--- src/rtl/branch_ctrl.sv ---
// branch_ctrl: decode-stage branch resolution for a MIPS-style pipeline.
// Decodes beq/bne/blez/bgtz/bltz/bgez. It resolves the branch as soon as the
// forwarded operands are final. While the operands are not final it stalls
// decode, and it raises a sticky error if the wait lasts MAX_WAIT cycles.
// A taken branch drives a one-cycle redirect with the registered target.
// A branch found in the delay slot of a redirect is flagged as an error.
// Ports:
//   clk, reset          clock, async active-low reset
//   instr_d, pc_d       decode-stage instruction and its PC
//   valid_d             instr_d is a real instruction
//   opnd_ready          rd1/rd2 hold final forwarded values
//   rd1, rd2            rs / rt operands
//   hold                pipeline freeze (no state advances)
//   stall_d             combinational: freeze fetch/decode
//   redirect_valid/pc   registered redirect request and target
//   br_cnt, tk_cnt      saturating resolved / taken branch counters
//   err                 sticky error (wait timeout or branch in delay slot)
module branch_ctrl #(
    parameter int unsigned MAX_WAIT = 8
) (
    input  logic        clk,
    input  logic        reset,
    input  logic [31:0] instr_d,
    input  logic [31:0] pc_d,
    input  logic        valid_d,
    input  logic        opnd_ready,
    input  logic [31:0] rd1,
    input  logic [31:0] rd2,
    input  logic        hold,
    output logic        stall_d,
    output logic        redirect_valid,
    output logic [31:0] redirect_pc,
    output logic [15:0] br_cnt,
    output logic [15:0] tk_cnt,
    output logic        err
);

    localparam int unsigned CW  = $clog2(MAX_WAIT + 2);
    localparam int unsigned CW1 = CW + 1;

    typedef enum logic [1:0] {
        S_IDLE  = 2'd0,
        S_WAIT  = 2'd1,
        S_REDIR = 2'd2
    } state_t;

    typedef enum logic [2:0] {
        K_BEQ  = 3'd0,
        K_BNE  = 3'd1,
        K_BLEZ = 3'd2,
        K_BGTZ = 3'd3,
        K_BLTZ = 3'd4,
        K_BGEZ = 3'd5
    } br_kind_t;

    state_t            state, state_nxt;
    logic [CW-1:0]     wait_cnt, wait_nxt;
    logic [CW1-1:0]    wait_inc;
    logic              timeout;
    br_kind_t          pend_kind, pend_kind_nxt;
    logic [31:0]       pend_tgt, pend_tgt_nxt;

    logic [5:0]        op;
    logic [4:0]        rt;
    logic              dec_br;
    br_kind_t          dec_kind;
    logic [31:0]       imm_ext;
    logic [31:0]       dec_tgt;

    logic              resolve;
    logic              res_taken;
    br_kind_t          res_kind;
    logic [31:0]       res_tgt;
    logic              set_err;
    logic              stall_c;
    logic              unused_rs;

    // Taken condition for each branch kind; comparisons against zero are signed.
    function automatic logic br_taken(input br_kind_t k, input logic [31:0] a,
                                      input logic [31:0] b);
        logic t;
        t = 1'b0;
        case (k)
            K_BEQ:   t = (a == b);
            K_BNE:   t = (a != b);
            K_BLEZ:  t = ($signed(a) <= 32'sd0);
            K_BGTZ:  t = ($signed(a) > 32'sd0);
            K_BLTZ:  t = a[31];
            K_BGEZ:  t = ~a[31];
            default: t = 1'b0;
        endcase
        return t;
    endfunction

    assign op        = instr_d[31:26];
    assign rt        = instr_d[20:16];
    assign unused_rs = ^instr_d[25:21];
    assign imm_ext   = {{14{instr_d[15]}}, instr_d[15:0], 2'b00};
    assign dec_tgt   = pc_d + 32'd4 + imm_ext;
    assign wait_inc  = CW1'(wait_cnt) + CW1'(1);
    assign timeout   = (wait_inc >= CW1'(MAX_WAIT));

    // Branch decode; REGIMM is a branch only for rt = bltz/bgez.
    always_comb begin
        dec_br   = 1'b0;
        dec_kind = K_BEQ;
        if (valid_d) begin
            case (op)
                6'b000100: begin dec_br = 1'b1; dec_kind = K_BEQ;  end
                6'b000101: begin dec_br = 1'b1; dec_kind = K_BNE;  end
                6'b000110: begin dec_br = 1'b1; dec_kind = K_BLEZ; end
                6'b000111: begin dec_br = 1'b1; dec_kind = K_BGTZ; end
                6'b000001: begin
                    if (rt == 5'b00000) begin
                        dec_br   = 1'b1;
                        dec_kind = K_BLTZ;
                    end else if (rt == 5'b00001) begin
                        dec_br   = 1'b1;
                        dec_kind = K_BGEZ;
                    end
                end
                default: dec_br = 1'b0;
            endcase
        end
    end

    // Next-state, resolution and stall logic.
    always_comb begin
        state_nxt     = state;
        wait_nxt      = wait_cnt;
        pend_kind_nxt = pend_kind;
        pend_tgt_nxt  = pend_tgt;
        resolve       = 1'b0;
        res_kind      = dec_kind;
        res_tgt       = dec_tgt;
        set_err       = 1'b0;
        stall_c       = 1'b0;

        case (state)
            S_IDLE: begin
                if (dec_br) begin
                    if (opnd_ready) begin
                        resolve = 1'b1;
                    end else begin
                        stall_c = 1'b1;
                        if (timeout) begin
                            set_err  = 1'b1;
                            wait_nxt = '0;
                        end else begin
                            state_nxt     = S_WAIT;
                            wait_nxt      = wait_inc[CW-1:0];
                            pend_kind_nxt = dec_kind;
                            pend_tgt_nxt  = dec_tgt;
                        end
                    end
                end
            end
            S_WAIT: begin
                // The decoded branch was captured on entry; only operands are live.
                res_kind = pend_kind;
                res_tgt  = pend_tgt;
                if (opnd_ready) begin
                    resolve   = 1'b1;
                    state_nxt = S_IDLE;
                    wait_nxt  = '0;
                end else begin
                    stall_c = 1'b1;
                    if (timeout) begin
                        set_err   = 1'b1;
                        state_nxt = S_IDLE;
                        wait_nxt  = '0;
                    end else begin
                        wait_nxt = wait_inc[CW-1:0];
                    end
                end
            end
            S_REDIR: begin
                state_nxt = S_IDLE;
                if (dec_br) begin
                    set_err = 1'b1;
                end
            end
            default: state_nxt = S_IDLE;
        endcase

        res_taken = br_taken(res_kind, rd1, rd2);
        if (resolve && res_taken) begin
            state_nxt = S_REDIR;
        end

        // Freeze everything except the combinational stall.
        if (hold) begin
            state_nxt     = state;
            wait_nxt      = wait_cnt;
            pend_kind_nxt = pend_kind;
            pend_tgt_nxt  = pend_tgt;
            resolve       = 1'b0;
            set_err       = 1'b0;
        end
    end

    assign stall_d = stall_c & reset;

    // State, counters and registered outputs.
    always_ff @(posedge clk or negedge reset) begin
        if (!reset) begin
            state          <= S_IDLE;
            wait_cnt       <= '0;
            pend_kind      <= K_BEQ;
            pend_tgt       <= '0;
            redirect_valid <= 1'b0;
            redirect_pc    <= '0;
            br_cnt         <= '0;
            tk_cnt         <= '0;
            err            <= 1'b0;
        end else begin
            state          <= state_nxt;
            wait_cnt       <= wait_nxt;
            pend_kind      <= pend_kind_nxt;
            pend_tgt       <= pend_tgt_nxt;
            redirect_valid <= (state_nxt == S_REDIR);
            if (resolve && res_taken) begin
                redirect_pc <= res_tgt;
            end
            if (set_err) begin
                err <= 1'b1;
            end
            if (resolve) begin
                if (br_cnt != 16'hFFFF) begin
                    br_cnt <= br_cnt + 16'd1;
                end
                if (res_taken && (tk_cnt != 16'hFFFF)) begin
                    tk_cnt <= tk_cnt + 16'd1;
                end
            end
        end
    end

endmodule

--- config.mk ---
export PLATFORM = sky130hd
export DESIGN_NAME = branch_ctrl
export DESIGN_NICKNAME = d
export VERILOG_FILES = /design/src/rtl/branch_ctrl.sv
export SDC_FILE = /design/constraint.sdc
export NUM_CORES = 1
export LEC_CHECK = 0
export CAP_MARGIN = 20
export CORE_MARGIN = 3
export CORE_UTILIZATION = 35
export CTS_CLUSTER_SIZE = 20
export DETAILED_ROUTE_END_ITERATION = 10
export GPL_TIMING_DRIVEN = 0
export PLACE_DENSITY = 0.72
export SKIP_CTS_REPAIR_TIMING = 1
export SLEW_MARGIN = 10
export SYNTH_ARGS = -nofsm -noshare
export SYNTH_HDL_FRONTEND = slang
export SYNTH_SLANG_ARGS = --single-unit
export TNS_END_PERCENT = 5
--- constraint.sdc ---
create_clock -name clk -period 5.1 [get_ports clk]
set_input_delay 0.765 -clock clk [delete_from_list [all_inputs] [get_ports clk]]
set_output_delay 0.765 -clock clk [all_outputs]
set_load 0.01 [all_outputs]
Word-level counts from Yosys, hierarchy flattened
Cells that the tools add are included.
{ "classes": {"bitwise_logic": 5, "n_mux": 37, "reduce_logical": 12, "add_sub_neg": 5, "n_eq_ne": 20, "magnitude_cmp": 3} }
{ "ops": {"columns": ["op", "n"], "rows": [
  ["$add 16x1->16 const B", 2],
  ["$add 32x3->32 const B", 1],
  ["$add 32x32->32", 1],
  ["$eq 32x32->1", 1],
  ["$gt 32x1->1 const B", 1],
  ["$le 32x1->1 const B", 1],
  ["$mux 32", 1],
  ["$ne 16x16->1 const B", 2],
  ["$ne 32x32->1", 1],
  ["$eq 6x3->1 const B", 4],
  ["$mux 4", 4],
  ["$mux 2", 7],
  ["$mux 1", 13],
  ["$mux 3", 4],
  ["$pmux 3 s4", 1],
  ["$pmux 4 s2", 1],
  ["$eq 3x2->1 const B", 2],
  ["$eq 3x3->1 const B", 2],
  ["$eq 6x1->1 const B", 1],
  ["$pmux 1 s2", 3],
  ["$pmux 1 s6", 1],
  ["$add 4x1->5 const B", 1],
  ["$eq 5x1->1 const B", 1],
  ["$ge 5x4->1 const B", 1],
  ["other kinds (17)", 25]
]} }
{ "totals": {"inputBits": 133, "ff_bits": 107, "elab_cells": 91, "out_inout_bits": 67} }

Depth between registers and ports, before layout
Gate-level depths: netlist of the first run.
{ "logic_depth": {"depth_word": 12, "depth_mapped": 14, "ltp_nobuf": 14} }

Worst setup path after synthesis of the first run
OpenSTA, ideal clock, no wires.
{ "synth_path": {"path_type": "input -> register", "from": "input port instr_d[1]", "to": "register redirect_pc[31]", "t_arrival_ns": 3.449, "path_slack_ns": 1.523, "n_path_buf": 0, "required_ns": 4.972, "cell_stages": 12, "setup_ns": 0.128, "path_cell_list": "ha_1 ha_1 fa_1 a21o_1 a221oi_1 or4b_4 a2111oi_2 o211ai_1 nand3_1 a41oi_1 mux2i_1 nand3_1"} }
{ "synth_via": {"elab_chain_cells": 2} }
{ "synth_lines": {"columns": ["element", "line", "text"], "rows": [
  ["start: declaration", "23", "input logic [31:0] instr_d,"],
  ["$add 32x32->32", "99", "assign dec_tgt = pc_d + 32'd4 + imm_ext;"],
  ["$mux 32", "139", "case (state)"],
  ["end signal: assignment", "223", "redirect_pc <= res_tgt;"],
  ["end: declaration", "32", "output logic [31:0] redirect_pc,"]
]} }
Every way passes these cells.
A chain may end at the register's enable or synchronous reset.

Worst setup path in the final report of the first run
Same ends and word-level chain as after synthesis.

==> metrics.md, run 1 <==
| Metric | Value |
|---|---|
| Total power | `0.00241 W` |
| Complex-gate fraction of the synthesized area | `0.142` |
| Layout fillers | `1850` |
| CTS tree | `yes` |
| ANT cells | `0` |
| Critical Path Sink Type | `flip-flop` |
| Register bit count reported by yosys | `107` |
| Pwr per Cell Area | `252 mW/mm²` |
| WL final | `18400 µm` |
| Dpl ws | `605 ps` |
| Syn. warnings | `0` |
| Hold WC Path Type | `in2async` |
| Switching part of the total | `0.287` |
| Mux cell area share after synthesis | `0.0636` |
| Post-synthesis xor/xnor area fraction | `0.109` |
| Critical path startpoint category | `input port` |
| Post-route setup slack | `937 ps` |
| NetSw | `0.000692 W` |
| Total global routing overflow | `0` |
| DIE HEIGHT | `147 µm` |
| # H-tree levels | `3` |
| Post-route DRC | `0` |
| Fmax | `240 MHz` |
| Area grow syn2layout | `37.6%` |
| Post-DP HPWL | `14700 µm` |
| Status | `completed` |
| # port buffers | `194` |
| Die X | `147 µm` |
| Worst Path Required | `5330 ps` |
| Area taken by flip-flops and latches | `0.00268 mm²` |
| Yosys cell types | `69` |
| Final Skew | `9.46 ps` |
| Starting Density | `0.364` |
| CTS buffer count | `9` |
| Worst vdd ir | `0.150 mV` |
| Final Max Tran Viols | `0` |
| Final setup viols | `0` |
| Final GP Congestion | `0.861` |
| Total Die Area | `0.0216 mm²` |
| Post-synth EDFFs | `0` |
| Mapped Nets | `908` |
| Clk sinks | `107` |
| Async set or reset register ratio after synthesis | `1.00` |
| Vias in the first global route | `6069` |
| Area fraction in and, or, nand and nor cells after synthesis | `0.164` |
| Crit-path max FO | `4` |
| Syn Inst Count | `713` |
| GRT Util Overall | `0.170` |
| Primary FF master, synth | `dfrtp_1` |
| Sequential area share after synthesis | `0.384` |
| Seq pwr share | `0.411` |
| Final Hold Viols | `0` |
| CP arrival | `4390 ps` |
| Initial antenna violation count | `0` |
| Worst-margin pin slew | `790 ps` |
| Largest area contributor in the netlist | `dfrtp_1` |
| Area contributors post-synth | `dfrtp_1 (38%), ha_1 (11%), xnor2_1 (9.1%), nand2_1 (4.0%), o21ai_0 (4.0%)` |
| CTS Buffer Depth | `2` |
| TritonRoute pass-1 iters | `5` |
| Clock-pin slew on the worst setup and hold paths | `70 ps` |
| Placed cells | `1168` |
| Core Footprint | `0.0191 mm²` |
| Top Ports | `200` |
| Final nets | `1114` |
| Layout cell share with drive strength beyond 1 | `0.0649` |
| Synth Area in Adders | `0.112` |
| Clk pwr share | `0.315` |
| Clock Latency Late Sink | `350 ps` |
| Row cnt | `50` |
| CP Class | `in2reg` |
| Avg WL per Cell | `15.5 µm` |
| Area of the multi-input gates | `0.00412 mm²` |
| Largest family of logic cells by synthesized area | `simple AND/OR/NAND/NOR gates` |
| Synthesized area per cell | `9.77 µm²` |
| Static Leakage | `4.23 nW` |
| Initial DRC count | `346` |
| Largest net degree at the start of global routing | `71` |
| CTS root buf | `clkbuf_16` |
| Final period util | `0.816` |
| Via Count | `6042` |
| Mapped cell area | `0.00696 mm²` |
| Int Pwr | `0.00172 W` |
| First-pass GRT wire length | `30600 µm` |
| Slew margin rel. | `0.473` |
| RSZ-0062 raised after global routing | `false` |
| Final non-filler cell total | `1184` |
| Max Cap Viol | `0` |
| Logic pwr share | `0.273` |
| Via density | `5.10` |
| Min Tclk post-route | `4160 ps` |
| DRT antenna net count | `0` |
| Synth top area share | `0.384` |
per-layer routing:
metal,global-route usage,wire (µm),part of all wire,vias up
li1,-,-,-,2996
met1,0.234,8300,0.45,2856
met2,0.282,8680,0.47,167
met3,0.0287,1050,0.057,23
met4,0.0415,333,0.018,0
met5,0,0,0,-
worst max-delay path, stage by stage:
cell and delay [ps]:
clkdlybuf4s50_1 400, ha_1 300, ha_1 230, fa_1 410
a21o_1 200, a221oi_1 570, or4b_4 280, a2111oi_2 80
o211ai_1 250, nand3_1 190, a41oi_1 390, mux2i_1 250
nand3_1 80
per-stage QoR:
| step | setup TNS (ps) | cell area (µm²) | utilization | hold slack [ps] |
|---|---|---|---|---|
| floorplan | 0 | 6960 | - | 448 |
| global placement | -101320 | 9230 | 0.482 | 461 |
| detailed placement | 0 | 9260 | 0.484 | 466 |
| CTS | 0 | 9580 | 0.501 | 327 |
| global route | 0 | 9580 | 0.501 | 333 |
| finish | 0 | 9580 | 0.501 | 316 |
power groups by stage:
stage                     clock network, W  registers (W)  logic (W)
after global placement                   0        0.00101   0.000643
after floorplan                          0        0.00101   0.000369
after detailed placement                 0        0.00101   0.000661
final                             0.000760       0.000992   0.000659
after global routing              0.000810        0.00100   0.000742
after CTS                         0.000774       0.000992   0.000665
registers in the layout, indices dropped and copies added, names as in the netlist:
register and flops:
br_cnt 16, err 1, pend_kind 3, pend_tgt 32, redirect_pc 32, redirect_valid 1, state 2, tk_cnt 16
wait_cnt 4
cell usage after synthesis, types with 2 or more instances:
cell type and instances:
nand2b_1 4, clkbuf_1 10, o31ai_1 3, mux2_2 19, o21bai_1 5, o21ai_0 56
a211oi_1 5, a31oi_1 5, inv_1 17, mux2i_1 20, o21a_1 7, a221oi_1 2
or2_2 2, nor2b_1 2, a21boi_0 2, buf_6 2, buf_2 4, nor3_1 12
dfrtp_1 107, or4b_1 2, nor4_1 11, xnor2_1 72, and3_1 9, nor3b_1 4
a21oi_1 33, buf_1 3, nand4_1 17, or4_1 2, o21ai_1 4, nor4b_1 2
a41oi_1 2, ha_1 61, a21o_1 13, nand2_1 75, buf_4 2, nor2_1 36
and4_1 3, and2_1 3, nand3_1 31, xor2_1 15
cells in the final DEF (no fill, tap or decap), types with 4 or more instances in the layout:
| cell type | count |
|---|---|
| a211oi_1 | 5 |
| a21o_1 | 13 |
| a21oi_1 | 33 |
| a31oi_1 | 5 |
| and3_1 | 9 |
| buf_2 | 4 |
| clkbuf_1 | 11 |
| clkbuf_16 | 9 |
| clkdlybuf4s50_1 | 193 |
| dfrtp_1 | 107 |
| ha_1 | 61 |
| inv_1 | 17 |
| mux2_2 | 19 |
| mux2i_1 | 20 |
| nand2_1 | 75 |
| nand2b_1 | 4 |
| nand3_1 | 31 |
| nand4_1 | 17 |
| nor2_1 | 36 |
| nor3_1 | 12 |
| nor3b_1 | 4 |
| nor4_1 | 11 |
| o21a_1 | 7 |
| o21ai_0 | 56 |
| o21ai_1 | 4 |
| o21bai_1 | 5 |
| xnor2_1 | 72 |
| xor2_1 | 15 |
kinds of logic (layout without fill, tap and decap cells):
family,after synthesis,in the layout
XOR/XNOR,87,87
AO/OA/AOI/OAI,155,155
buffers and inverters,38,249
adder cells (fa/ha/maj),62,62
multiplexers,41,41
flip-flops,107,107
AND/OR/NAND/NOR,223,223
final timing paths:
kind	start	slack (ps)	end	depth (start not counted)
worst max register to register	state[1]$_DFF_PN0_	2370	tk_cnt[9]$_DFFE_PN0P_	11
max in group asynchronous	reset	4120	redirect_pc[10]$_DFFE_PN0P_	2
min in group clk	redirect_pc[26]$_DFFE_PN0P_	470	redirect_pc[26]$_DFFE_PN0P_	1
worst min-delay path	reset	320	br_cnt[7]$_DFFE_PN0P_	1
worst max-delay path	instr_d[1]	940	redirect_pc[31]$_DFFE_PN0P_	13
worst min register to register	redirect_pc[26]$_DFFE_PN0P_	470	redirect_pc[26]$_DFFE_PN0P_	1
cell type report:
| cell class | instances | share of cell area |
|---|---|---|
| buffer | 21 | 0.0111 |
| clock buffer | 10 | 0.0239 |
| clock inverter | 6 | 0.00979 |
| inverter | 17 | 0.00666 |
| multi-input combinational | 568 | 0.430 |
| sequential | 107 | 0.279 |
| tap | 260 | 0.0339 |
| timing repair buffer | 195 | 0.206 |
Note: power is estimated with default switching activity, not from simulation.
==> inputs of run 2 (changes only) <==
--- a/config.mk
+++ b/config.mk
@@ -11,7 +11,7 @@
 export CTS_CLUSTER_SIZE = 20
 export DETAILED_ROUTE_END_ITERATION = 10
 export GPL_TIMING_DRIVEN = 0
-export PLACE_DENSITY = 0.72
+export PLACE_DENSITY = 0.74
 export SKIP_CTS_REPAIR_TIMING = 1
 export SLEW_MARGIN = 10
 export SYNTH_ARGS = -nofsm -noshare
==> constraint.sdc (replaced) <==
create_clock -name clk -period 3.3 [get_ports clk]
set_input_delay 0.495 -clock clk [delete_from_list [all_inputs] [get_ports clk]]
set_output_delay 0.495 -clock clk [all_outputs]
set_load 0.01 [all_outputs]
==> run 2 against run 1 <==
Effect of this change:
- clock power is 54% higher
- clock skew is 1.0 ps lower
- critical path depth is 1 lower
- largest cell class unchanged
- highest routed layer is now met5
- critical endpoint is now redirect_pc[29]$_DFFE_PN0P_
==> metrics.md, run 2 (synthesis results as in run 1) <==
| Metric | Value |
|---|---|
| Status | `completed` |
| Worst vdd ir | `0.246 mV` |
| Area grow syn2layout | `41.8%` |
| Static Leakage | `4.31 nW` |
| Via Count | `6122` |
| Clock Latency Late Sink | `350 ps` |
| Crit-path max FO | `4` |
| WL final | `18900 µm` |
| Fmax | `309 MHz` |
| Row cnt | `50` |
| R2r startpoint | `state[1]$_DFF_PN0_` |
| Min Tclk post-route | `3240 ps` |
| Hold WS | `3.18 ps` |
| Final Hold Viols | `0` |
| Final setup viols | `0` |
| Dpl ws | `-971 ps` |
| Clk sinks | `107` |
| RSZ-0062 raised after global routing | `true` |
| Layout fillers | `1757` |
| Worst Path Required | `3530 ps` |
| Initial DRC count | `317` |
| Vias in the first global route | `6034` |
| Post-Route Setup TNS | `0 ps` |
| Max Cap Viol | `0` |
| Layout cell share with drive strength beyond 1 | `0.103` |
| ANT cells | `0` |
| Cell mode on critical path | `ha_1` |
| Critical path startpoint category | `input port` |
| Top flop regs | `pend_tgt: 32 flops, redirect_pc: 32 flops` |
| Post-DP HPWL | `14700 µm` |
| Clock-pin slew on the worst setup and hold paths | `70 ps` |
| Starting Density | `0.364` |
| Pwr per Cell Area | `385 mW/mm²` |
| Final period util | `0.981` |
| CTS root buf | `clkbuf_16` |
| DRT antenna net count | `0` |
| Initial antenna violation count | `1` |
| # H-tree levels | `3` |
| Slowest stage delay, CP | `460 ps` |
| Post-route setup slack | `62.2 ps` |
| Worst-margin pin slew | `753 ps` |
| DIE HEIGHT | `147 µm` |
| Hold WC Path Type | `in2async` |
| Crit-path cells | `clkdlybuf4s50_1 -> ha_1 -> ha_1 -> nor3_2 -> o31ai_1 -> a21oi_2 -> o21ai_0 -> o211ai_1 -> nand3_2 -> or3_1 -> a32oi_1 -> o21ai_1` |
| Total Die Area | `0.0216 mm²` |
| Final nets | `1117` |
| TritonRoute pass-1 iters | `5` |
| Commonest non-fill, non-tap cell in the layout | `clkdlybuf4s50_1` |
| Most frequent cells in the layout | `clkdlybuf4s50_1 (186), dfrtp_1 (107), nand2_1 (75)` |
| First-pass GRT wire length | `30300 µm` |
| Final GP Congestion | `0.828` |
| Via density | `5.16` |
| Core Footprint | `0.0191 mm²` |
| CTS tree | `yes` |
| CTS Buffer Depth | `2` |
| GRT Util Overall | `0.170` |
| Total global routing overflow | `0` |
| Avg WL per Cell | `15.9 µm` |
| Final Max Tran Viols | `0` |
| Die X | `147 µm` |
| Beginning of the critical path | `pc_d[17]` |
| Final Util | `0.516` |
| CP arrival | `3470 ps` |
| Final Skew | `8.44 ps` |
| Top Ports | `200` |
| Critical Path Sink Type | `flip-flop` |
| # port buffers | `194` |
| CP Class | `in2reg` |
| Post-route DRC | `0` |
| Slew margin rel. | `0.498` |
| Total power | `0.00381 W` |
| Slowest cell on the critical path | `clkdlybuf4s50_1` |
| Largest net degree at the start of global routing | `82` |
| CTS buffer count | `9` |
==> run 2: cell types whose count changed in the layout (fill, tap and decap cells not counted), sizes merged <==
cell | previous run | this run
buf | 13 | 16
dlymetal6s2s | 0 | 6
clkbuf | 20 | 21
clkinv | 0 | 1
inv | 20 | 18
clkdlybuf4s50 | 193 | 186
==> run 2: layout make-up <==
type                    instances  area (µm²)  share of cell area
multi-input cells             568        4380               0.443
flip-flops and latches        107        2680               0.271
repair buffers                198        2000               0.203
well taps                     260         325              0.0329
clock buffers                  10         239              0.0242
plain buffers                  21         106              0.0108
clock inverters                 5        85.1             0.00861
inverters                      17        63.8             0.00646
==> run 2: where the power goes <==
part           total, W  internal, W  switching (W)
clock           0.00117     0.000686       0.000485
sequential      0.00153      0.00144      0.0000901
combinational   0.00110     0.000583       0.000518
total           0.00381      0.00271        0.00109
==> run 2: layer usage <==
metal	global-route usage	wire length, µm	vias up
met3	0.0438	1140	19
met1	0.222	8240	2932
met2	0.289	9280	166
met4	0.0298	215	2
met5	0	13	-
li1	-	-	3003
==> run 2: per-stage QoR <==
stage,area (µm²),cells
floorplan,6970,713
global placement,9240,1167
detailed placement,9270,1168
CTS,9590,1183
global route,9880,1186
finish,9880,1186
==> run 2: critical path, delay by kind of cell <==
kind / cells / cell delay, ps
AO/OA/AOI/OAI: 6 / 1100
buffers and inverters: 1 / 460
AND/OR/NAND/NOR: 3 / 800
adder cells (fa/ha/maj): 2 / 600
==> run 2: path summary, 6_finish.rpt <==
kind | endpoint | slack, ps | cells after the start
setup reg to reg | tk_cnt[9]$_DFFE_PN0P_ | 480 | 11
min in group clk | redirect_pc[1]$_DFFE_PN0P_ | 480 | 2
max in group asynchronous | wait_cnt[1]$_DFFE_PN0P_ | 2610 | 2
hold / removal | tk_cnt[5]$_DFFE_PN0P_ | 3 | 1
setup / recovery | redirect_pc[29]$_DFFE_PN0P_ | 60 | 12
hold reg to reg | redirect_pc[1]$_DFFE_PN0P_ | 480 | 2
